[src/rtl/alarm_pkg.sv]
// alarm_pkg: shared types and limits for the multi-slot alarm controller.
// Provides the FSM state type, BCD digit/time types, the BCD time limits and
// a helper that validates a 24-hour BCD time.
package alarm_pkg;

   typedef enum logic [1:0] {
      IDLE    = 2'd0,
      RINGING = 2'd1,
      SNOOZED = 2'd2
   } alarm_state_t;

   typedef logic [3:0] bcd_t;

   typedef struct packed {
      bcd_t ms_hr;
      bcd_t ls_hr;
      bcd_t ms_min;
      bcd_t ls_min;
   } alarm_time_t;

   localparam bcd_t MAX_MS_HR       = 4'd2;
   localparam bcd_t MAX_LS_HR_AT_20 = 4'd3;
   localparam bcd_t MAX_MS_MIN      = 4'd5;
   localparam bcd_t MAX_LS_MIN      = 4'd9;

   // True when t is a legal 00:00..23:59 time.
   function automatic logic time_valid(input alarm_time_t t);
      return (t.ms_hr <= MAX_MS_HR) &&
             !((t.ms_hr == MAX_MS_HR) && (t.ls_hr > MAX_LS_HR_AT_20)) &&
             (t.ms_min <= MAX_MS_MIN) &&
             (t.ls_min <= MAX_LS_MIN);
   endfunction

endpackage

[src/rtl/multi_alarm_ctrl_if.sv]
// multi_alarm_ctrl_if: slot load bus and slot display read bus.
// master = keyreg / lcd_driver side (drives new alarm digits, load strobe,
// slot selects); slave = alarm controller (returns load_error, slot time).
interface multi_alarm_ctrl_if #(
   parameter int SLOT_W = 2
);
   logic [3:0]        new_alarm_ms_hr;
   logic [3:0]        new_alarm_ls_hr;
   logic [3:0]        new_alarm_ms_min;
   logic [3:0]        new_alarm_ls_min;
   logic              load_new_a;
   logic [SLOT_W-1:0] load_slot;
   logic              load_error;

   logic [SLOT_W-1:0] disp_slot;
   logic [3:0]        alarm_time_ms_hr;
   logic [3:0]        alarm_time_ls_hr;
   logic [3:0]        alarm_time_ms_min;
   logic [3:0]        alarm_time_ls_min;

   modport master (
      output new_alarm_ms_hr, new_alarm_ls_hr, new_alarm_ms_min, new_alarm_ls_min,
      output load_new_a, load_slot, disp_slot,
      input  load_error,
      input  alarm_time_ms_hr, alarm_time_ls_hr, alarm_time_ms_min, alarm_time_ls_min
   );

   modport slave (
      input  new_alarm_ms_hr, new_alarm_ls_hr, new_alarm_ms_min, new_alarm_ls_min,
      input  load_new_a, load_slot, disp_slot,
      output load_error,
      output alarm_time_ms_hr, alarm_time_ls_hr, alarm_time_ms_min, alarm_time_ls_min
   );
endinterface

[src/rtl/alarm_slot_bank.sv]
// alarm_slot_bank: NUM_ALARMS BCD alarm slots with validated writes,
// per-slot compare against the current time and a combinational display read.
// Ports: clock/reset (sync, active-high); bus = load + display interface
// (slave); cur_time = current BCD time; alarm_en = per-slot arm; match = armed
// slots equal to the current time (combinational).
module alarm_slot_bank
   import alarm_pkg::*;
#(
   parameter int NUM_ALARMS = 4,
   parameter int SLOT_W     = 2
) (
   input  logic                  clock,
   input  logic                  reset,
   multi_alarm_ctrl_if.slave     bus,
   input  alarm_time_t           cur_time,
   input  logic [NUM_ALARMS-1:0] alarm_en,
   output logic [NUM_ALARMS-1:0] match
);

   alarm_time_t           slot_q [NUM_ALARMS];
   logic                  load_error_q;
   alarm_time_t           new_t;
   logic [NUM_ALARMS-1:0] slot_hit;
   logic                  load_ok;
   alarm_time_t           rd_t;

   assign new_t = '{ms_hr:  bus.new_alarm_ms_hr,  ls_hr:  bus.new_alarm_ls_hr,
                    ms_min: bus.new_alarm_ms_min, ls_min: bus.new_alarm_ls_min};

   // One-hot decode of load_slot; an out-of-range slot decodes to all zeros.
   always_comb begin
      slot_hit = '0;
      for (int i = 0; i < NUM_ALARMS; i++)
         slot_hit[i] = (bus.load_slot == SLOT_W'(i));
   end

   assign load_ok = time_valid(new_t) && (|slot_hit);

   always_ff @(posedge clock) begin
      if (reset) begin
         for (int i = 0; i < NUM_ALARMS; i++)
            slot_q[i] <= '0;
         load_error_q <= 1'b0;
      end else begin
         load_error_q <= bus.load_new_a && !load_ok;
         for (int i = 0; i < NUM_ALARMS; i++)
            if (bus.load_new_a && load_ok && slot_hit[i])
               slot_q[i] <= new_t;
      end
   end

   assign bus.load_error = load_error_q;

   always_comb begin
      for (int i = 0; i < NUM_ALARMS; i++)
         match[i] = alarm_en[i] && (slot_q[i] == cur_time);
   end

   // Display read; an out-of-range disp_slot reads 00:00.
   always_comb begin
      rd_t = '0;
      for (int i = 0; i < NUM_ALARMS; i++)
         if (bus.disp_slot == SLOT_W'(i))
            rd_t = slot_q[i];
   end

   assign bus.alarm_time_ms_hr  = rd_t.ms_hr;
   assign bus.alarm_time_ls_hr  = rd_t.ls_hr;
   assign bus.alarm_time_ms_min = rd_t.ms_min;
   assign bus.alarm_time_ls_min = rd_t.ls_min;

endmodule

[src/rtl/multi_alarm_ctrl.sv]
// multi_alarm_ctrl: NUM_ALARMS alarm slots plus ring/snooze FSM with auto-timeout.
// Ports: clock/reset (sync, active-high); one_second/one_minute timebase
// pulses; current_time_* BCD time; alarm_en arm bits; stop/snooze buttons;
// bus = load + display interface (slave); alarm_sound/snoozing/active_slot status.
// Optional macro MULTI_ALARM_SNOOZE_LIMIT_EN: after MAX_SNOOZE snoozes in one
// event, a further snooze press stops the alarm.
module multi_alarm_ctrl
   import alarm_pkg::*;
#(
   parameter int NUM_ALARMS = 4,
   parameter int SLOT_W     = 2,
   parameter int SNOOZE_MIN = 5,
   parameter int RING_SEC   = 60,
   parameter int MAX_SNOOZE = 3
) (
   input  logic                  clock,
   input  logic                  reset,
   input  logic                  one_second,
   input  logic                  one_minute,
   input  logic [3:0]            current_time_ms_hr,
   input  logic [3:0]            current_time_ls_hr,
   input  logic [3:0]            current_time_ms_min,
   input  logic [3:0]            current_time_ls_min,
   input  logic [NUM_ALARMS-1:0] alarm_en,
   input  logic                  stop_button,
   input  logic                  snooze_button,
   multi_alarm_ctrl_if.slave     bus,
   output logic                  alarm_sound,
   output logic [SLOT_W-1:0]     active_slot,
   output logic                  snoozing
);

   localparam logic [7:0] RING_C   = 8'(RING_SEC);
   localparam logic [3:0] SNOOZE_C = 4'(SNOOZE_MIN);
   localparam logic [3:0] MAX_SN_C = 4'(MAX_SNOOZE);

   alarm_time_t           cur_t;
   logic [NUM_ALARMS-1:0] match;
   logic [NUM_ALARMS-1:0] match_q;
   logic [NUM_ALARMS-1:0] trig_q;
   logic [SLOT_W-1:0]     win_slot;
   logic                  act_en;
   logic                  stop_req;
   logic                  snooze_as_stop;

   alarm_state_t          state_q;
   logic [7:0]            ring_cnt_q;
   logic [3:0]            snooze_cnt_q;
   logic [3:0]            snooze_used_q;
   logic [SLOT_W-1:0]     active_slot_q;
   logic                  alarm_sound_q;
   logic                  snoozing_q;

   assign cur_t = '{ms_hr:  current_time_ms_hr,  ls_hr:  current_time_ls_hr,
                    ms_min: current_time_ms_min, ls_min: current_time_ls_min};

   alarm_slot_bank #(
      .NUM_ALARMS (NUM_ALARMS),
      .SLOT_W     (SLOT_W)
   ) u_bank (
      .clock    (clock),
      .reset    (reset),
      .bus      (bus),
      .cur_time (cur_t),
      .alarm_en (alarm_en),
      .match    (match)
   );

   // Rising-edge trigger is registered so the FSM acts one clock after the
   // edge: time change -> match_q/trig_q -> state, two clocks in total.
   always_ff @(posedge clock) begin
      if (reset) begin
         match_q <= '0;
         trig_q  <= '0;
      end else begin
         match_q <= match;
         trig_q  <= match & ~match_q;
      end
   end

   // Lowest triggering index wins.
   always_comb begin
      win_slot = '0;
      for (int i = NUM_ALARMS - 1; i >= 0; i--)
         if (trig_q[i])
            win_slot = SLOT_W'(i);
   end

   always_comb begin
      act_en = 1'b0;
      for (int i = 0; i < NUM_ALARMS; i++)
         if (active_slot_q == SLOT_W'(i))
            act_en = alarm_en[i];
   end

   // Disarming the active slot ends the event exactly like a stop press.
   assign stop_req = stop_button || !act_en;

`ifdef MULTI_ALARM_SNOOZE_LIMIT_EN
   assign snooze_as_stop = snooze_button && (snooze_used_q == MAX_SN_C);
`else
   assign snooze_as_stop = 1'b0;
`endif

   always_ff @(posedge clock) begin
      if (reset) begin
         state_q       <= IDLE;
         ring_cnt_q    <= '0;
         snooze_cnt_q  <= '0;
         snooze_used_q <= '0;
         active_slot_q <= '0;
         alarm_sound_q <= 1'b0;
         snoozing_q    <= 1'b0;
      end else begin
         case (state_q)
            IDLE: begin
               if (|trig_q) begin
                  state_q       <= RINGING;
                  active_slot_q <= win_slot;
                  ring_cnt_q    <= RING_C;
                  snooze_used_q <= '0;
                  alarm_sound_q <= 1'b1;
                  snoozing_q    <= 1'b0;
               end
            end
            RINGING: begin
               if (stop_req || snooze_as_stop) begin
                  state_q       <= IDLE;
                  alarm_sound_q <= 1'b0;
               end else if (snooze_button) begin
                  state_q       <= SNOOZED;
                  snooze_cnt_q  <= SNOOZE_C;
                  alarm_sound_q <= 1'b0;
                  snoozing_q    <= 1'b1;
                  // Saturating: only the comparison against MAX_SNOOZE matters.
                  if (snooze_used_q != MAX_SN_C)
                     snooze_used_q <= snooze_used_q + 4'd1;
               end else if (one_second) begin
                  if (ring_cnt_q <= 8'd1) begin
                     state_q       <= IDLE;
                     ring_cnt_q    <= '0;
                     alarm_sound_q <= 1'b0;
                  end else begin
                     ring_cnt_q <= ring_cnt_q - 8'd1;
                  end
               end
            end
            SNOOZED: begin
               if (stop_req) begin
                  state_q    <= IDLE;
                  snoozing_q <= 1'b0;
               end else if (one_minute) begin
                  if (snooze_cnt_q <= 4'd1) begin
                     state_q       <= RINGING;
                     snooze_cnt_q  <= '0;
                     ring_cnt_q    <= RING_C;
                     alarm_sound_q <= 1'b1;
                     snoozing_q    <= 1'b0;
                  end else begin
                     snooze_cnt_q <= snooze_cnt_q - 4'd1;
                  end
               end
            end
            default: begin
               state_q       <= IDLE;
               alarm_sound_q <= 1'b0;
               snoozing_q    <= 1'b0;
            end
         endcase
      end
   end

   assign alarm_sound = alarm_sound_q;
   assign snoozing    = snoozing_q;
   assign active_slot = active_slot_q;

endmodule

[src/flat_wrapper.sv]
// flat-port wrapper written by rule: the top's interface ports become plain ports
module multi_alarm_ctrl_flat import alarm_pkg::*;
#(
   parameter int NUM_ALARMS = 4,
   parameter int SLOT_W     = 2,
   parameter int SNOOZE_MIN = 5,
   parameter int RING_SEC   = 60,
   parameter int MAX_SNOOZE = 3
)
  (clock, reset, one_second, one_minute, current_time_ms_hr, current_time_ls_hr, current_time_ms_min, current_time_ls_min, alarm_en, stop_button, snooze_button, alarm_sound, active_slot, snoozing, bus_new_alarm_ms_hr, bus_new_alarm_ls_hr, bus_new_alarm_ms_min, bus_new_alarm_ls_min, bus_load_new_a, bus_load_slot, bus_disp_slot, bus_load_error, bus_alarm_time_ms_hr, bus_alarm_time_ls_hr, bus_alarm_time_ms_min, bus_alarm_time_ls_min);
  multi_alarm_ctrl_if #(.SLOT_W(SLOT_W)) bus_i ();
  input  logic clock;
  input  logic reset;
  input  logic one_second;
  input  logic one_minute;
  input  logic [3:0] current_time_ms_hr;
  input  logic [3:0] current_time_ls_hr;
  input  logic [3:0] current_time_ms_min;
  input  logic [3:0] current_time_ls_min;
  input  logic [NUM_ALARMS-1:0] alarm_en;
  input  logic stop_button;
  input  logic snooze_button;
  output logic alarm_sound;
  output logic [SLOT_W-1:0] active_slot;
  output logic snoozing;
  input wire logic [$bits(bus_i.new_alarm_ms_hr)-1:0] bus_new_alarm_ms_hr;
  input wire logic [$bits(bus_i.new_alarm_ls_hr)-1:0] bus_new_alarm_ls_hr;
  input wire logic [$bits(bus_i.new_alarm_ms_min)-1:0] bus_new_alarm_ms_min;
  input wire logic [$bits(bus_i.new_alarm_ls_min)-1:0] bus_new_alarm_ls_min;
  input wire logic [$bits(bus_i.load_new_a)-1:0] bus_load_new_a;
  input wire logic [$bits(bus_i.load_slot)-1:0] bus_load_slot;
  input wire logic [$bits(bus_i.disp_slot)-1:0] bus_disp_slot;
  output wire logic [$bits(bus_i.load_error)-1:0] bus_load_error;
  output wire logic [$bits(bus_i.alarm_time_ms_hr)-1:0] bus_alarm_time_ms_hr;
  output wire logic [$bits(bus_i.alarm_time_ls_hr)-1:0] bus_alarm_time_ls_hr;
  output wire logic [$bits(bus_i.alarm_time_ms_min)-1:0] bus_alarm_time_ms_min;
  output wire logic [$bits(bus_i.alarm_time_ls_min)-1:0] bus_alarm_time_ls_min;
  assign bus_i.new_alarm_ms_hr = bus_new_alarm_ms_hr;
  assign bus_i.new_alarm_ls_hr = bus_new_alarm_ls_hr;
  assign bus_i.new_alarm_ms_min = bus_new_alarm_ms_min;
  assign bus_i.new_alarm_ls_min = bus_new_alarm_ls_min;
  assign bus_i.load_new_a = bus_load_new_a;
  assign bus_i.load_slot = bus_load_slot;
  assign bus_i.disp_slot = bus_disp_slot;
  assign bus_load_error = bus_i.load_error;
  assign bus_alarm_time_ms_hr = bus_i.alarm_time_ms_hr;
  assign bus_alarm_time_ls_hr = bus_i.alarm_time_ls_hr;
  assign bus_alarm_time_ms_min = bus_i.alarm_time_ms_min;
  assign bus_alarm_time_ls_min = bus_i.alarm_time_ls_min;
  multi_alarm_ctrl #(.NUM_ALARMS(NUM_ALARMS), .SLOT_W(SLOT_W), .SNOOZE_MIN(SNOOZE_MIN), .RING_SEC(RING_SEC), .MAX_SNOOZE(MAX_SNOOZE)) u_core (.clock(clock), .reset(reset), .one_second(one_second), .one_minute(one_minute), .current_time_ms_hr(current_time_ms_hr), .current_time_ls_hr(current_time_ls_hr), .current_time_ms_min(current_time_ms_min), .current_time_ls_min(current_time_ls_min), .alarm_en(alarm_en), .stop_button(stop_button), .snooze_button(snooze_button), .bus(bus_i), .alarm_sound(alarm_sound), .active_slot(active_slot), .snoozing(snoozing));
endmodule
[config.mk]
export PLATFORM = sky130hd
export DESIGN_NAME = multi_alarm_ctrl_flat
export DESIGN_NICKNAME = d
export VERILOG_FILES = /design/src/rtl/alarm_pkg.sv /design/src/rtl/multi_alarm_ctrl_if.sv /design/src/rtl/alarm_slot_bank.sv /design/src/rtl/multi_alarm_ctrl.sv /design/src/flat_wrapper.sv
export SDC_FILE = /design/constraint.sdc
export NUM_CORES = 1
export LEC_CHECK = 0
export ABC_AREA = 1
export CORE_AREA = 2 2 105 107
export CTS_BUF_LIST = sky130_fd_sc_hd__clkbuf_8 sky130_fd_sc_hd__clkbuf_16
export DETAILED_ROUTE_END_ITERATION = 16
export DIE_AREA = 0 0 107 109
export PLACE_DENSITY = 0.72
export SLEW_MARGIN = 20
export SYNTH_ARGS = -nofsm -noshare
export SYNTH_HDL_FRONTEND = slang
export SYNTH_SLANG_ARGS = --single-unit
[constraint.sdc]
create_clock -name clock -period 1.7 [get_ports clock]
set_input_delay 0.34 -clock clock [delete_from_list [all_inputs] [get_ports clock]]
set_output_delay 0.34 -clock clock [all_outputs]
set_load 0.02 [all_outputs]
==> metrics.md, run 1 <==
| Metric | Value |
|---|---|
| Clk_lat worst skew | 0.38 ns |
| Worst reg2reg path depth | 12 |
| IO buf count | between 60 and 70 |
| Setup crit start kind | flip-flop |
| Met1 WL | roughly 7100 um |
| Most numerous cell in the Yosys netlist | nor2_1 |
| Failing checks | setup timing |
| Req. time, crit path | 1.36 ns |
| Sequential cell area fraction in the yosys report | 48.1% |
| Synth-to-layout area growth | 43.5% |
| Crit Path Category | flip-flop to primary output |
| Setup ws final | -0.110 ns |
| Leak | around 0.0034 uW |
| Post-synth EDFFs | 64 |
| Share of cells above drive strength 1 | approximately 29% |
| Worst Hold Launch | u_core.match_q[3]$_SDFF_PP0_ |
| Fmax | 552 MHz |
| Syn Area/Cell | between 8 and 9 um2 |
| Tcrit/Tclk final | 106% |
| Total GRT Usage | approximately 28% |
| Post-Route Skew | between 0.015 and 0.02 ns |
| CTS tree | yes |
| Critical path fanouts, max | 2 |
| WP data arrival | between 1 and 1.5 ns |
| Final Setup Violations | 7 |
| DP Cell Count | ~920 |
| FP Rows | 38 |
| Post-route design area | between 7000 and 8000 um2 |
| GR Overflow Total | 0 |
| Worst hold endpoint | u_core.trig_q[3]$_SDFF_PP0_ |
| Clock tree sinks | slightly above 90 |
| Main flop type after synthesis | edfxtp_1 |
| ANT nets after route | 0 |
| Synthesized instance count | ~630 |
| Worst Setup End Kind | primary output |
| PwrDens | between 700 and 800 nW/um2 |
| Async SR Flop Fraction | 0% |
| Hold path cells | 1 |
| DR iter-0 viols | about 530 |
| Synth unique cells | 41 |
| Final min period | about 1.8 ns |
| DIE HEIGHT | roughly 110 um |
| Placed cell area | 6620 um2 |
| Area leader, netlist | edfxtp_1 |
| FF+latch count, synth | 91 |
| R2r startpoint | u_core.snooze_cnt_q[0]$_SDFFE_PP0P_ |
| Initial core utilization | just under 50% |
| RSZ-0062 raised after global routing | true |
| DR WL met3 | between 1500 and 2000 um |
| Initial antenna violation count | 0 |
| Area of the die | about 12000 um2 |
| Synth area leaders | edfxtp_1, dfxtp_1, nor2_1 |
| CTS Buffer Depth | 2 |
| PnR Total Power | roughly 5600 uW |
| R2r setup slk | 0.13 ns |
| Htree depth | 3 |
| Final std cells w/o fill | between 900 and 1k |
| Synth cell count leaders | nor2_1, inv_1, nand2_1 |
| DRC Markers | 0 |
| RePlAce Congestion | slightly below 1 |
| Synth top area share | about 38% |
| Hpwl dp | 11800 um |
| CTS buffer count | 9 |
| Final WL | around 17000 um |
| # IOs | between 60 and 70 |
| Drt wl/cell | between 15 and 20 um |
| Synthesized cell area | between 5000 and 6000 um2 |
| Worst IR Drop VDD | between 0.0005 and 0.0006 V |
| Pins over their slew limit | 0 |
| Die width | roughly 110 um |
| Clk slew on worst S/H paths | about 0.090 ns |
| Largest net degree at the start of global routing | 17 |
| Vias | 5233 |
| Final net count | roughly 870 |
| Via/cell ratio | approximately 5.4 |
| Worst min-delay path category | flip-flop to flip-flop |
| Hold-fix buffers, CTS | 0 |
| Vias in the first global route | between 4k and 5k |
| Uppermost routed layer | met4 |
| First-pass GRT wire length | around 25000 um |
| Core box area | 10600 um2 |
| Worst R2R End | u_core.snoozing$_SDFFE_PP0P_ |
| Final Hold Vio Count | 0 |
| DRT Pass-1 Iters | 5 |
| Status | complete, but fails checks |
| CTS root buffer | clkbuf_8 |
| Yosys warning total | 0 |
| Antenna cell count | 0 |
| DR WL met2 | about 7700 um |
| Max_cap viols | 0 |
where the power goes:
part,switching [uW],internal (uW)
Clock,841,688
Sequential,116,2500
Combinational,795,630
sequential cells by signal, indices dropped and copies added, names as in the netlist:
name	flops
u_core.state_q	2
u_core.ring_cnt_q	8
u_core.u_bank.slot_q	64
u_core.trig_q	4
u_core.u_bank.bus.load_error	1
u_core.alarm_sound	1
u_core.snoozing	1
u_core.snooze_cnt_q	4
u_core.active_slot	2
u_core.match_q	4
repair_timing:
action	4_1_cts	5_1_grt
pin swaps	5	17
endpoints found under the hold margin	0	0
setup buffers	9	17
gates resized for setup	111	95
cloned	2	4
endpoints found under the setup margin	29	128
per-layer routing:
metal / global-route usage, % / vias up
met2: 45.0 / 280
li1: - / 2480
met3: 5.44 / 36
met5: 0 / -
met1: 39.3 / 2437
met4: 9.74 / 0
stage by stage:
step / utilization [%] / worst slack [ns] / TNS, ns / hold slack, ns
finish: 69.3 / -0.110 / -0.270 / 0.387
CTS: 64.9 / -0.146 / -0.517 / 0.393
floorplan: - / -0.0756 / -4.84 / 0.368
global placement: 62.5 / -0.845 / -49.76 / 0.373
global route: 69.3 / -0.144 / -0.926 / 0.412
detailed placement: 62.5 / -0.861 / -55.78 / 0.375
placed cells by master (no fill, tap or decap), types with 7 or more instances in the layout:
cell type / n
a21oi_1: 17
a221oi_2: 8
buf_12: 9
buf_2: 7
buf_4: 101
clkbuf_8: 9
clkdlybuf4s50_1: 36
conb_1: 12
dfxtp_1: 24
dlymetal6s2s_1: 11
edfxtp_1: 64
inv_1: 82
inv_2: 24
nand2_1: 89
nand3_1: 27
nand4_1: 10
nor2_1: 116
nor2_2: 17
o21ai_0: 14
o21ai_1: 16
o22ai_1: 32
final cells by class:
class                           count  area (um2)
Clock buffer                        9         124
Clock inverter                      7        75.1
Fill cell                         866        3250
Inverter                          107         404
Multi-Input combinational cell    432        2460
Sequential cell                    91        2470
Tap cell                          140         175
Timing Repair Buffer              177        1650
worst max path at each step:
stage / start / to / slack [ns] / cells after the start
floorplan: bus_new_alarm_ms_hr[3] / u_core.u_bank.slot_q[0][0]$_SDFFCE_PN0P_ / -0.08 / 7
CTS: u_core.u_bank.slot_q[1][2]$_SDFFCE_PN0P_ / bus_alarm_time_ls_min[2] / -0.15 / 5
finish: u_core.u_bank.slot_q[0][10]$_SDFFCE_PN0P_ / bus_alarm_time_ls_hr[2] / -0.11 / 3
global route: u_core.u_bank.slot_q[1][10]$_SDFFCE_PN0P_ / bus_alarm_time_ls_hr[2] / -0.14 / 5
global placement: bus_disp_slot[0] / bus_alarm_time_ls_min[2] / -0.85 / 6
detailed placement: bus_disp_slot[0] / bus_alarm_time_ls_min[2] / -0.86 / 6
cell families after synthesis:
group           share of synthesized area, %
compound gates                          14.0
xor+xnor                                1.71
fa+ha+maj                              0.977
buf+inv                                 9.40
flops                                   48.1
other cells                           0.0732
simple gates                            25.7
critical path, cell delays in order, from the launching register on:
cell	delay [ns]
edfxtp_1	0.43
a221oi_1	0.32
o21ai_1	0.15
buf_4	0.18
(Power assumes the default switching activity.)
==> inputs of run 2 (changes only) <==
SKIP_CTS_REPAIR_TIMING = 1   (was default)
==> run 2 against run 1 <==
Against the previous run:
- cell count down 0.83%
- the run still ends with setup timing left
- final area is 1.8% lower
- first-iteration DRC count grew 3.0%
- via count is 2.8% lower
==> metrics.md, run 2 (synthesized netlist as in run 1, its figures left out) <==
| Metric | Value |
|---|---|
| DR WL met3 | 1390 um (-18%) |
| Setup crit start kind | flip-flop |
| WP data arrival | 1.43 ns (-0.04 ns) |
| Max_cap viols | 0 (unchanged) |
| CTS root buffer | clkbuf_8 |
| RePlAce Congestion | 0.970 (unchanged) |
| Drt wl/cell | 17.3 um (-1.9%) |
| Synth-to-layout area growth | 40.8% |
| Most frequent cells in the layout | nor2_1, buf_4, nand2_1 |
| Initial core utilization | 48.3% (unchanged) |
| Pins over their slew limit | 0 (unchanged) |
| Share of cells above drive strength 1 | 27.1% (-1.7 points) |
| Number of flip-flops in the largest register | 64 (unchanged) |
| PwrDens | 766 nW/um2 (+1.1%) |
| Final Hold Vio Count | 0 (unchanged) |
| CTS Buffer Depth | 2 (unchanged) |
| Final net count | 861 (-0.92%) |
| RSZ-0062 raised after global routing | true |
| Setup TNS | -0.224 ns (+0.0464 ns) |
| Clock tree sinks | 91 (unchanged) |
| ANT nets after route | 0 (unchanged) |
| DRT Pass-1 Iters | 6 (+1) |
| Final std cells w/o fill | 955 (-0.83%) |
| DIE HEIGHT | 109 um (unchanged) |
| Uppermost routed layer | met4 |
| DR iter-0 viols | 548 (+3.0%) |
| Vias in the first global route | 4749 (-2.6%) |
| Worst Setup End Kind | primary output |
| FP Rows | 38 (unchanged) |
| IO buf count | 67 (unchanged) |
| Leak | 0.00334 uW (-0.65%) |
| Clk slew on worst S/H paths | 0.09 ns (about the same) |
| Hold_ws | 0.388 ns (+0.000494 ns) |
| Die width | 107 um (unchanged) |
| DR WL met2 | 7530 um (-2.4%) |
| GR Overflow Total | 0 (unchanged) |
| Crit Path Category | flip-flop to primary output |
| Vias | 5089 (-2.8%) |
| Met1 WL | 7200 um (+0.87%) |
| Worst min-delay path category | flip-flop to flip-flop |
| Largest reg by FF count | u_core.u_bank.slot_q |
| First-pass GRT wire length | 24100 um (-3.1%) |
| DRC Markers | 0 (unchanged) |
| Status | complete, but fails checks |
| CTS tree | yes |
| CTS buffer count | 9 (unchanged) |
| Commonest non-fill, non-tap cell in the layout | nor2_1 |
| # IOs | 68 (unchanged) |
| Tcrit/Tclk final | 104% (-2.5 points) |
| Layout Utilization | 68.0% (-1.3 points) |
| Htree depth | 3 (unchanged) |
| DP Cell Count | 915 (unchanged) |
| Final WL | 16500 um (-2.7%) |
| Critical path fanouts, max | 2 (unchanged) |
| Top Registers | u_core.u_bank.slot_q: 64 flops, u_core.ring_cnt_q: 8 flops |
| Failing checks | setup timing |
| Initial antenna violation count | 0 (unchanged) |
| Core box area | 10600 um2 (unchanged) |
| PnR Total Power | 5530 uW (-0.77%) |
| Worst IR Drop VDD | 0.000532 V (-0.50%) |
| Antenna cell count | 0 (unchanged) |
| Largest net degree at the start of global routing | 17 (unchanged) |
| Fmax | 566 MHz (+2.4%) |
| Setup ws final | -0.0682 ns (+0.0418 ns) |
| Final min period | 1.77 ns (-0.0418 ns) |
| Final Setup Violations | 7 (unchanged) |
| Area of the die | 11700 um2 (unchanged) |
| Total GRT Usage | 27.4% (-0.98 points) |
| Hpwl dp | 11800 um (unchanged) |
| Req. time, crit path | 1.36 ns (about the same) |
| Post-Route Skew | 0.0151 ns (-0.000129 ns) |
| Clk_lat worst skew | 0.38 ns (about the same) |
| Via/cell ratio | 5.33 (-1.9%) |
==> run 2: cell types whose count changed in the layout (fill, tap and decap cells not counted), sizes merged <==
cell | before | now
clkbuf | 14 | 15
buf | 123 | 111
dlygate4sd2 | 2 | 0
dlymetal6s2s | 11 | 15
nand4 | 15 | 16
==> run 2: through the flow <==
| step | cell area [um2] | setup WS, ns |
|---|---|---|
| 2_1_floorplan | 5160 | -0.0756 |
| 3_3_place_gp | 6620 | -0.845 |
| 3_5_place_dp | 6620 | -0.861 |
| 4_1_cts | 6820 | -0.874 |
| 5_1_grt | 7210 | -0.123 |
| 6_report | 7210 | -0.0682 |
==> run 2: layout make-up <==
cell class,count,area (um2)
sequential,91,2470
clock buffer,9,124
clock inverter,7,75.1
tap,140,175
fill,898,3390
timing repair buffer,168,1550
multi-input combinational,433,2420
inverter,107,404
==> run 2: critical path, cell delays in order, from the launching register on <==
cell	delay [ns]
edfxtp_1	0.43
a221oi_1	0.31
o21ai_1	0.14
buf_4	0.18
==> run 2: where the power goes <==
group / total, uW / internal [uW] / leakage [uW] / switching (uW)
logic: 1390 / 612 / 0.00242 / 778
registers: 2620 / 2500 / 0.000832 / 114
clock network: 1520 / 688 / 0.0000937 / 834
total: 5530 / 3800 / 0.00334 / 1730
==> run 2: path summary, 6_finish.rpt <==
check | slack [ns] | start | endpoint | depth (start not counted)
max reg2reg | 0.13 | u_core.snooze_cnt_q[0]$_SDFFE_PP0P_ | u_core.snoozing$_SDFFE_PP0P_ | 12
min reg2reg | 0.39 | u_core.match_q[3]$_SDFF_PP0_ | u_core.trig_q[3]$_SDFF_PP0_ | 1
min | 0.39 | u_core.match_q[3]$_SDFF_PP0_ | u_core.trig_q[3]$_SDFF_PP0_ | 1
max | -0.07 | u_core.u_bank.slot_q[0][10]$_SDFFCE_PN0P_ | bus_alarm_time_ls_hr[2] | 3
==> run 2: metal layers <==
metal	track usage, %	up-vias
li1	-	2468
met1	38.5	2373
met2	42.8	215
met3	5.56	33
met4	9.09	0
met5	0	-
